**config.mk**
```make
export PLATFORM = sky130hd
export DESIGN_NAME = fetch_prefetcher
export DESIGN_NICKNAME = d
export VERILOG_FILES = /design/src/rtl/fetch_prefetcher.sv
export SDC_FILE = /design/constraint.sdc
export NUM_CORES = 1
export LEC_CHECK = 0
export ABC_AREA = 1
export BUFFER_PORTS_ARGS = -buffer_cell sky130_fd_sc_hd__buf_2
export CAP_MARGIN = 20
export CORE_MARGIN = 3
export CORE_UTILIZATION = 60
export DETAILED_ROUTE_END_ITERATION = 10
export PLACE_DENSITY = 0.84
export SYNTH_ARGS = -nofsm -noshare
export SYNTH_HDL_FRONTEND = slang
export SYNTH_SLANG_ARGS = --single-unit
```
**constraint.sdc**
```tcl
create_clock -name clk -period 4.6 [get_ports clk]
set_clock_uncertainty 0.05 [all_clocks]
set_input_delay 0.92 -clock clk [delete_from_list [all_inputs] [get_ports clk]]
set_output_delay 0.92 -clock clk [all_outputs]
set_load 0.05 [all_outputs]
```
**src/rtl/fetch_prefetcher.sv**
```systemverilog
// Instruction-fetch producer: issues word requests, buffers responses in a skid FIFO, pushes to the realign buffer.
// Optional FETCH_PERF_CNT_EN adds saturating grant / dropped-response counters.
`ifndef RISCV_ADDR_WIDTH
`define RISCV_ADDR_WIDTH 32
`endif
`ifndef RISCV_WORD_WIDTH
`define RISCV_WORD_WIDTH 32
`endif

module fetch_prefetcher #(
   parameter int MAX_OUTSTANDING = 2,
   parameter int ADDR_W          = `RISCV_ADDR_WIDTH,
   parameter int DATA_W          = `RISCV_WORD_WIDTH
) (
   input  logic              clk,
   input  logic              rst_n,
   input  logic              fetch_en_i,
   input  logic [ADDR_W-1:0] boot_addr_i,
   input  logic              redirect_i,
   input  logic [ADDR_W-1:0] redirect_addr_i,
   output logic              instr_req_o,
   output logic [ADDR_W-1:0] instr_addr_o,
   input  logic              instr_gnt_i,
   input  logic              instr_rvalid_i,
   input  logic [DATA_W-1:0] instr_rdata_i,
   output logic              buf_write_en_o,
   output logic [DATA_W-1:0] buf_instr_o,
   output logic [ADDR_W-1:0] buf_addr_o,
   input  logic              buf_full_i,
   output logic              buf_flush_o,
   output logic              buf_skip_half_o,
`ifdef FETCH_PERF_CNT_EN
   output logic [31:0]       perf_req_cnt_o,
   output logic [31:0]       perf_discard_cnt_o,
`endif
   output logic [1:0]        dbg_state_o
);
   localparam int CNT_W = $clog2(MAX_OUTSTANDING + 2);
   localparam int PTR_W = (MAX_OUTSTANDING > 1) ? $clog2(MAX_OUTSTANDING) : 1;
   localparam logic [PTR_W-1:0] PTR_LAST = PTR_W'(MAX_OUTSTANDING - 1);
   localparam logic [CNT_W:0]   CREDITS  = (CNT_W + 1)'(MAX_OUTSTANDING);

   typedef enum logic [1:0] {ST_IDLE = 2'd0, ST_RUN = 2'd1, ST_HALT = 2'd2} state_t;

   state_t            r_state, w_state_next;
   logic [ADDR_W-1:0] r_fetch_pc, r_req_addr;
   logic              r_pending, r_stale, r_flush, r_skip_half;
   logic [CNT_W-1:0]  r_outstanding, r_discard, r_skid_cnt;
   logic [ADDR_W-1:0] r_af_addr [MAX_OUTSTANDING];
   logic [PTR_W-1:0]  r_af_wp, r_af_rp;
   logic [DATA_W-1:0] r_skid_data [MAX_OUTSTANDING];
   logic [ADDR_W-1:0] r_skid_addr [MAX_OUTSTANDING];
   logic [PTR_W-1:0]  r_skid_wp, r_skid_rp;

   logic              w_req, w_grant, w_credit, w_redirect, w_drop, w_keep, w_push, w_pend_next;
   logic [CNT_W-1:0]  w_out_next;
   logic              w_unused_bits;

   function automatic logic [PTR_W-1:0] ptr_inc(input logic [PTR_W-1:0] p);
      return (p == PTR_LAST) ? '0 : p + 1'b1;
   endfunction

   always_ff @(posedge clk or negedge rst_n) begin
      if (!rst_n) r_state <= ST_IDLE;
      else        r_state <= w_state_next;
   end

   // Credits cover both in-flight words and words parked in the skid FIFO.
   assign w_credit = ({1'b0, r_outstanding} + {1'b0, r_skid_cnt}) < CREDITS;

   always_comb begin
      w_state_next = r_state;
      w_req        = r_pending;
      case (r_state)
         ST_IDLE: if (fetch_en_i) w_state_next = ST_RUN;
         ST_RUN: begin
            if (w_credit)    w_req        = 1'b1;
            if (!fetch_en_i) w_state_next = ST_HALT;
         end
         ST_HALT: if (fetch_en_i) w_state_next = ST_RUN;
         default: w_state_next = ST_IDLE;
      endcase
   end

   assign w_grant     = w_req & instr_gnt_i;
   assign w_pend_next = w_req & ~instr_gnt_i;
   assign w_redirect  = redirect_i & (r_state != ST_IDLE);
   assign w_drop      = instr_rvalid_i & (r_discard != '0);
   assign w_keep      = instr_rvalid_i & (r_discard == '0) & ~w_redirect;
   assign w_push      = (r_skid_cnt != '0) & ~buf_full_i & ~r_flush;
   assign w_out_next  = r_outstanding + CNT_W'(w_grant) - CNT_W'(instr_rvalid_i);

   assign instr_req_o     = w_req;
   assign instr_addr_o    = r_pending ? r_req_addr : r_fetch_pc;
   assign buf_write_en_o  = w_push;
   assign buf_instr_o     = r_skid_data[r_skid_rp];
   assign buf_addr_o      = r_skid_addr[r_skid_rp];
   assign buf_flush_o     = r_flush;
   assign buf_skip_half_o = r_skip_half;
   assign dbg_state_o     = r_state;
   assign w_unused_bits   = ^{boot_addr_i[1:0], redirect_addr_i[0]};

   always_ff @(posedge clk or negedge rst_n) begin
      if (!rst_n) begin
         r_fetch_pc    <= '0;
         r_req_addr    <= '0;
         r_pending     <= 1'b0;
         r_stale       <= 1'b0;
         r_flush       <= 1'b0;
         r_skip_half   <= 1'b0;
         r_outstanding <= '0;
         r_discard     <= '0;
         r_skid_cnt    <= '0;
         r_af_wp       <= '0;
         r_af_rp       <= '0;
         r_skid_wp     <= '0;
         r_skid_rp     <= '0;
         for (int i = 0; i < MAX_OUTSTANDING; i++) begin
            r_af_addr[i]   <= '0;
            r_skid_data[i] <= '0;
            r_skid_addr[i] <= '0;
         end
      end else begin
         r_pending <= w_pend_next;
         if (!r_pending) r_req_addr <= r_fetch_pc;
         // A held request that a redirect overtook must not advance the new target.
         if (w_redirect && w_pend_next) r_stale <= 1'b1;
         else if (w_grant)              r_stale <= 1'b0;

         if (r_state == ST_IDLE) begin
            if (fetch_en_i)      r_fetch_pc <= {boot_addr_i[ADDR_W-1:2], 2'b00};
            else if (redirect_i) r_fetch_pc <= {redirect_addr_i[ADDR_W-1:2], 2'b00};
         end else if (redirect_i) begin
            r_fetch_pc <= {redirect_addr_i[ADDR_W-1:2], 2'b00};
         end else if (w_grant && !r_stale) begin
            r_fetch_pc <= r_fetch_pc + ADDR_W'(4);
         end

         r_outstanding <= w_out_next;
         if (w_redirect)  r_discard <= w_out_next + CNT_W'(w_pend_next);
         else if (w_drop) r_discard <= r_discard - 1'b1;

         r_flush <= w_redirect;
         if (w_redirect)  r_skip_half <= redirect_addr_i[1];
         else if (w_push) r_skip_half <= 1'b0;

         if (w_grant) begin
            r_af_addr[r_af_wp] <= instr_addr_o;
            r_af_wp            <= ptr_inc(r_af_wp);
         end
         if (instr_rvalid_i) r_af_rp <= ptr_inc(r_af_rp);

         if (w_redirect) begin
            r_skid_wp  <= '0;
            r_skid_rp  <= '0;
            r_skid_cnt <= '0;
         end else begin
            if (w_keep) begin
               r_skid_data[r_skid_wp] <= instr_rdata_i;
               r_skid_addr[r_skid_wp] <= r_af_addr[r_af_rp];
               r_skid_wp              <= ptr_inc(r_skid_wp);
            end
            if (w_push) r_skid_rp <= ptr_inc(r_skid_rp);
            r_skid_cnt <= r_skid_cnt + CNT_W'(w_keep) - CNT_W'(w_push);
         end
      end
   end

`ifdef FETCH_PERF_CNT_EN
   logic [31:0] r_perf_req, r_perf_discard;

   always_ff @(posedge clk or negedge rst_n) begin
      if (!rst_n) begin
         r_perf_req     <= '0;
         r_perf_discard <= '0;
      end else begin
         if (w_grant && (r_perf_req != '1))    r_perf_req     <= r_perf_req + 1'b1;
         if (w_drop && (r_perf_discard != '1)) r_perf_discard <= r_perf_discard + 1'b1;
      end
   end

   assign perf_req_cnt_o     = r_perf_req;
   assign perf_discard_cnt_o = r_perf_discard;
`else
`endif

endmodule

```
# Word level (Yosys, flattened, before mapping)
# Cells that the tools add are included.
[word_totals]
mem_bits_rw = 0
elab_cells = 121
inputBits = 103
n_memories = 0
latch_bits = 0
mem_bits_ro = 0
out_inout_bits = 102
ff_bits = 272
[classes]
bitwise_logic = 16
magnitude_cmp = 7
shift = 0
reduce_logical = 19
eq_ne = 5
div_mod_pow = 0
muxes = 42
addsub = 12
n_mul = 0
[op_table]
columns = ["cell", "n"]
rows = [
  ["$mux W32", 17],
  ["$bwmux W64", 3],
  ["$demux W32 S1", 2],
  ["$add A32 B3 Y32 const B", 1],
  ["$mux W1", 14],
  ["$reduce_bool A2 Y1", 7],
  ["$mux W2", 5],
  ["$and A1 B1 Y1", 8],
  ["$ge A2 B2 Y1 const B", 4],
  ["$not A1 Y2", 4],
  ["$add A2 B1 Y2", 3],
  ["$reduce_and A2 Y1", 3],
  ["$add A1 B1 Y1 const B", 4],
  ["$logic_and A1 B1 Y1", 4],
  ["$logic_not A2 Y1", 2],
  ["$lt A2 B1 Y1 const B", 2],
  ["$not A1 Y1", 4],
  ["$pmux W2 S2", 1],
  ["$sub A2 B1 Y2", 2],
  ["$add A2 B2 Y3", 1],
  ["$lt A3 B2 Y1 const B", 1],
  ["$ne A3 B3 Y1 const B", 1],
  ["$reduce_bool A3 Y1", 1],
  ["$eq A2 B1 Y1 const B", 1],
  ["other kinds (6)", 6],
]

# Logic depth before layout (Yosys ltp)
# Gate-level depths: netlist (run 1).
[depth]
word_depth = 9
ltp_mapped = 12
depth_no_buf = 12

# Worst setup path before layout (run 1)
# Ideal clock, no wire load.
[synth_path]
path_type = "input port to output port"
from = "input buf_full_i"
to = "output buf_write_en_o"
required_ns = 3.630
path_buffers = 0
arrival_ns = 2.206
stages = 1
slack_ns = 1.424
cell_sequence = "nor3_1"
[synth_via]
elab_chain_cells = 3
[synth_lines]
columns = ["item", "line_no", "rtl"]
rows = [
  ["from (decl)", "29", "input logic buf_full_i,"],
  ["$not A1 Y1", "90", "assign w_push = (r_skid_cnt != '0) & ~buf_full_i & ~r_flush;"],
  ["$and A1 B1 Y1 (2 in series)", "90", ""],
  ["to (decl)", "26", "output logic buf_write_en_o,"],
]
# No other way between the ends.

# Worst setup path after layout (run 1)
[layout_path]
from = "register r_pending"
to = "output instr_addr_o[31]"
[layout_via]
elab_chain_cells = 1
[layout_lines]
columns = ["item", "line_no", "rtl"]
rows = [
  ["from (decl)", "47", "logic r_pending, r_stale, r_flush, r_skip_half;"],
  ["from (signal assigned)", "124", "r_pending <= w_pend_next;"],
  ["$mux W32", "94", "assign instr_addr_o = r_pending ? r_req_addr : r_fetch_pc;"],
  ["to (decl)", "22", "output logic [ADDR_W-1:0] instr_addr_o,"],
]
# No other way between the ends.

==> impl_metrics.tcl, run 1 <==
set metrics [dict create \
    status "finished, final reports clean" \
    wire_per_inst_um 15.41 \
    root_buffer "clkbuf_16" \
    post_cts_buffers 0 \
    antenna_left 0 \
    max_freq_mhz 285.3 \
    dieArea_um2 23210 \
    internal-power_mw 6.238 \
    num_vias 11150 \
    placed_cells 2025 \
    overflow 0 \
    yosys.area_share.simple 0.2297 \
    start_kind "register" \
    vias_per_cell 5.377 \
    crit_type "reg2out" \
    cts.repair.resized 0 \
    layout_commonest_cell "nand2_1" \
    nNetsFinal 1895 \
    relSlewSlack 0.2832 \
    ctsLongestPathBuffers 3 \
    cp.arrival_ns 2.53 \
    min_path_type "reg2reg" \
    numCtsBuffers 27 \
    power_mw 11.64 \
    first_iter_violations 1024 \
    antenna_found_initial 0 \
    cellPowerDensity_nw_per_um2 779.4 \
    core_um2 20620 \
    grt_pass1_wl_um 53070 \
    comb_power_share 0.451 \
    crit_required_ns 3.63 \
    fill_cells 1547 \
    holdBufCountCts 0 \
    clock_power_share 0.211 \
    synthMuxAreaShare 0.02629 \
    netlist_instances 1623 \
    port_buffers 201 \
    grt_max_degree 125 \
    cap_violations 0 \
    io_pins 205 \
    grt_pass1_vias 10640 \
    synth_adder_area_share 0.008373 \
    tightest_slew_ns 1.073 \
    h-tree-depth 1 \
    syn_nets 1734 \
    layout_common_cells "nand2_1, dfrtp_1, o21ai_0" \
    layout.cells.non_filler 2074 \
    synth_compound_area_frac 0.1197 \
    rows 52 \
    setup_violations 0 \
    postLayoutSetupSlackWorst_ns 1.095 \
    grt_usage 0.2717 \
    die_x_um 152.4 \
    clkSinkCount 270 \
    hold_viol 0 \
    p_seq_frac 0.338 \
    final_max_slew_viol_count 0 \
    fin_crit_sh 0.7619 \
    synth-seq-cells 270 \
    antennaDiodeCount 0 \
    cts_tree "done" \
    ys_warn_count 0 \
    synth_top_family_by_area "simple AND/OR/NAND/NOR gates" \
    ys_seq_area_frac 0.5258 \
    clk_latency_ns 0.52 \
    peakVddDrop_mv 0.3717 \
    crit_fanout 43 \
    ys_types 37 \
    swShare 0.4642 \
    initial_core_util 0.6231 \
    synthXorXnorAreaFrac 0.007497 \
    gp_congestion 0.9098 \
    first_pass_iters 6 \
    timing.setup.tns_ns 0 \
    synthToLayoutAreaGrowth_pct 16.24 \
    leakage_nw 7.676 \
    min_period_ns 3.505 \
    drt-total-wl_um 31960 \
    rsz0062_at_grt "no" \
    syn-mean-instance-area_um2 7.918 \
    drc 0 \
    dp_worst_setup_slack_ns 1.681 \
    fin_util 0.7243 \
    synth_area_um2 12850 \
    final_layout_size_suffix_gt1_frac 0.1696 \
    fp.dieH_um 152.4 \
    p_sw_mw 5.404 \
    path_clk_slew_ns 0.06 \
    place_hpwl_um 21230 \
    end_kind "primary output" \
]
-- metal layers --
layer | track usage | vias up | wire, um
met5 | 0 | - | 0
met4 | 0.07577 | 0 | 802
met3 | 0.03522 | 67 | 2421
met2 | 0.4371 | 465 | 14950
met1 | 0.3946 | 5210 | 13790
li1 | - | 5409 | -
-- cells in the mapped netlist (all sizes together) --
cell	n	area [um2]
inv	174	653.1
clkbuf	39	151.4
mux2	30	337.8
clkinv	2	7.510
nor3	2	10.01
nand4	4	25.02
buf	41	251.5
a31oi	1	6.260
o21a	2	15.01
ha	7	87.58
and2	1	6.260
a22oi	4	30.03
a21oi	34	170.2
nand2	581	2196
nor2	103	421.7
a41oi	1	8.760
fa	1	20.02
xor2	7	61.31
o211ai	1	7.510
nand3	56	292.8
xnor2	4	35.03
o311ai	1	8.760
o21ai	255	1276
dfrtp	270	6756
a21boi	2	15.01
-- through the flow --
stage,area [um2],hold slack [ns]
after floorplan,12850,0.3917
after global placement,13930,0.4036
after detailed placement,13930,0.4083
after CTS,14940,0.4213
after global routing,14940,0.4366
final,14940,0.4202
-- worst max-delay path: stages (launching register included) --
cell and delay (ns):
dfrtp_1 0.61, buf_12 0.29, o21ai_0 0.71, buf_2 0.40
-- registers in the layout (all words and copies together) (netlist names), 2 cells and up --
signal         count
dbg_state_o        2
r_af_addr         64
r_discard          2
r_req_addr        32
r_skid_cnt         2
r_outstanding      2
r_fetch_pc        30
r_skid_data       64
r_skid_addr       64
-- cell type report --
| class | instances | area [um2] | area share |
|---|---|---|---|
| inverters | 176 | 660.6 | 0.04422 |
| repair buffers | 212 | 1136 | 0.07605 |
| multi-input cells | 1097 | 5041 | 0.3375 |
| clock buffers | 34 | 752.0 | 0.05034 |
| clock inverters | 15 | 252.7 | 0.01692 |
| well taps | 270 | 337.8 | 0.02261 |
| flip-flops and latches | 270 | 6758 | 0.4524 |
-- power by group through the flow --
stage                     clock [mW]  sequential, mW  combinational [mW]
final                           2.46            3.94                5.25
after global routing            2.59            4.04                5.71
after CTS                       2.48            3.92                5.25
after detailed placement           0            3.94                5.17
after global placement             0            3.89                5.05
after floorplan                    0            3.81                3.98
-- final timing paths --
path / depth (start not counted) / to / startpoint / slack [ns]
max in group asynchronous: 2 / r_fetch_pc[24] / rst_n / 2.95
hold / removal: 2 / r_skid_addr[3] / r_skid_addr[3] / 0.42
hold reg to reg: 2 / r_skid_addr[3] / r_skid_addr[3] / 0.42
setup reg to reg: 9 / r_af_addr[57] / r_skid_cnt[1] / 1.72
setup / recovery: 3 / instr_addr_o[31] / r_pending / 1.10
min in group asynchronous: 1 / r_skid_data[49] / rst_n / 0.43
-- logic make-up after synthesis --
group,count (synthesis)
XOR/XNOR,11
multiplexers,30
AND/OR/NAND/NOR,747
adder cells (fa/ha/maj),8
flip-flops,270
buffers and inverters,256
AO/OA/AOI/OAI,301
(Power assumes the default switching activity.)
==> inputs of run 2 (changes only) <==
- CORE_UTILIZATION: 60 -> 52
- PLACE_DENSITY: 0.84 -> 0.77
- clock period: 4.6 -> 2.99 ns (I/O delays scaled with it)
==> impl_metrics.tcl, run 2 (synthesis results as in run 1) <==
set metrics [dict create \
    min_period_ns 2.878 \
    grt_pass1_wl_um 50980 \
    timing.setup.tns_ns 0 \
    cp.arrival_ns 2.23 \
    grt_pass1_vias 10270 \
    hold_ws_ns 0.1783 \
    root_buffer "clkbuf_16" \
    status "finished, final reports clean" \
    cts.repair.resized 0 \
    clk_latency_ns 0.53 \
    start_kind "register" \
    antennaDiodeCount 0 \
    layout_common_cells "nand2_1, dfrtp_1, o21ai_0" \
    dieArea_um2 26640 \
    setup_violations 0 \
    numCtsBuffers 29 \
    ctsLongestPathBuffers 3 \
    nNetsFinal 1912 \
    grt_max_degree 101 \
    power_mw 17.73 \
    cts_tree "done" \
    vias_per_cell 5.076 \
    hold_viol 0 \
    top_regs "r_af_addr x64, r_skid_addr x64, r_skid_data x64" \
    core_um2 23890 \
    port_buffers 201 \
    cap_violations 0 \
    clkSinkCount 270 \
    grt_usage 0.2308 \
    fin_crit_sh 0.9624 \
    final_max_slew_viol_count 0 \
    first_pass_iters 5 \
    holdBufCountCts 1 \
    cpPeakStageDelay_ns 0.69 \
    fill_cells 2038 \
    drc 0 \
    crit_chain "buf_12, o21ai_0, buf_2" \
    place_hpwl_um 21100 \
    layout.cells.non_filler 2142 \
    path_clk_slew_ns 0.06 \
    crit_type "reg2out" \
    drt-total-wl_um 30610 \
    num_vias 10870 \
    die_x_um 163.2 \
    overflow 0 \
    placed_cells 2088 \
    gp_congestion 0.9077 \
    initial_core_util 0.5379 \
    fp.dieH_um 163.2 \
    io_pins 205 \
    wire_per_inst_um 14.29 \
    first_iter_violations 988 \
    slowest_stage "o21ai_0" \
    rsz0062_at_grt "no" \
    cellPowerDensity_nw_per_um2 1169 \
    layout_commonest_cell "nand2_1" \
    max_freq_mhz 347.5 \
    post_cts_buffers 0 \
    min_path_type "in2reg" \
    synthToLayoutAreaGrowth_pct 18.01 \
    antenna_found_initial 0 \
    h-tree-depth 1 \
    end_kind "primary output" \
    peakVddDrop_mv 0.6467 \
    tightest_slew_ns 0.9565 \
    relSlewSlack 0.3623 \
    crit_fanout 61 \
    crit_required_ns 2.34 \
    final_layout_size_suffix_gt1_frac 0.1766 \
    antenna_left 0 \
    rows 56 \
    leakage_nw 7.763 \
]
## run 2: through the flow
step	cell area (um2)	util	setup slack (ns)
2_1_floorplan	12850	-	0.1494
3_3_place_gp	14160	0.5927	0.4204
3_5_place_dp	14160	0.5927	0.3327
4_1_cts	15170	0.6347	0.1630
5_1_grt	15170	0.6347	0.06577
6_report	15170	0.6347	0.1124
## run 2: cell type report
class                   count  area, um2  area share
multi-input cells        1097       5041      0.3324
clock buffers              44      892.1     0.05882
well taps                 319      399.1     0.02632
inverters                 176      660.6     0.04356
repair buffers            227       1314     0.08663
flip-flops and latches    270       6758      0.4456
clock inverters             9      101.3    0.006683
## run 2: routing by layer
layer | GRT usage | share of wire
met2 | 0.3636 | 0.45
met1 | 0.3435 | 0.47
met3 | 0.03043 | 0.062
met5 | 0 | 0
met4 | 0.05383 | 0.020
## run 2: power breakdown
| group | total [mW] | switching, mW | internal (mW) |
|---|---|---|---|
| combinational | 8.04 | 5.95 | 2.09 |
| sequential | 6.07 | 0.828 | 5.24 |
| clock | 3.62 | 1.40 | 2.22 |
| total | 17.7 | 8.18 | 9.55 |
## run 2: worst max-delay path: cells and delay by family, from the launching register on
| family | cells | cell delay (ns) |
|---|---|---|
| AO/OA/AOI/OAI | 1 | 0.69 |
| buffers and inverters | 2 | 0.60 |
| flip-flops | 1 | 0.39 |
## run 2: path summary, 6_finish.rpt
kind | startpoint | slack [ns] | end | cells after the start
worst max-delay path | r_pending | 0.11 | instr_addr_o[16] | 3
worst min-delay path | fetch_en_i | 0.18 | dbg_state_o[1] | 2
worst max register to register | r_outstanding[1] | 0.31 | r_discard[1] | 12
worst min register to register | r_skid_addr[15] | 0.42 | r_skid_addr[15] | 2
max in group asynchronous | rst_n | 1.63 | r_af_addr[28] | 3
min in group asynchronous | rst_n | 0.47 | r_skid_data[41] | 2
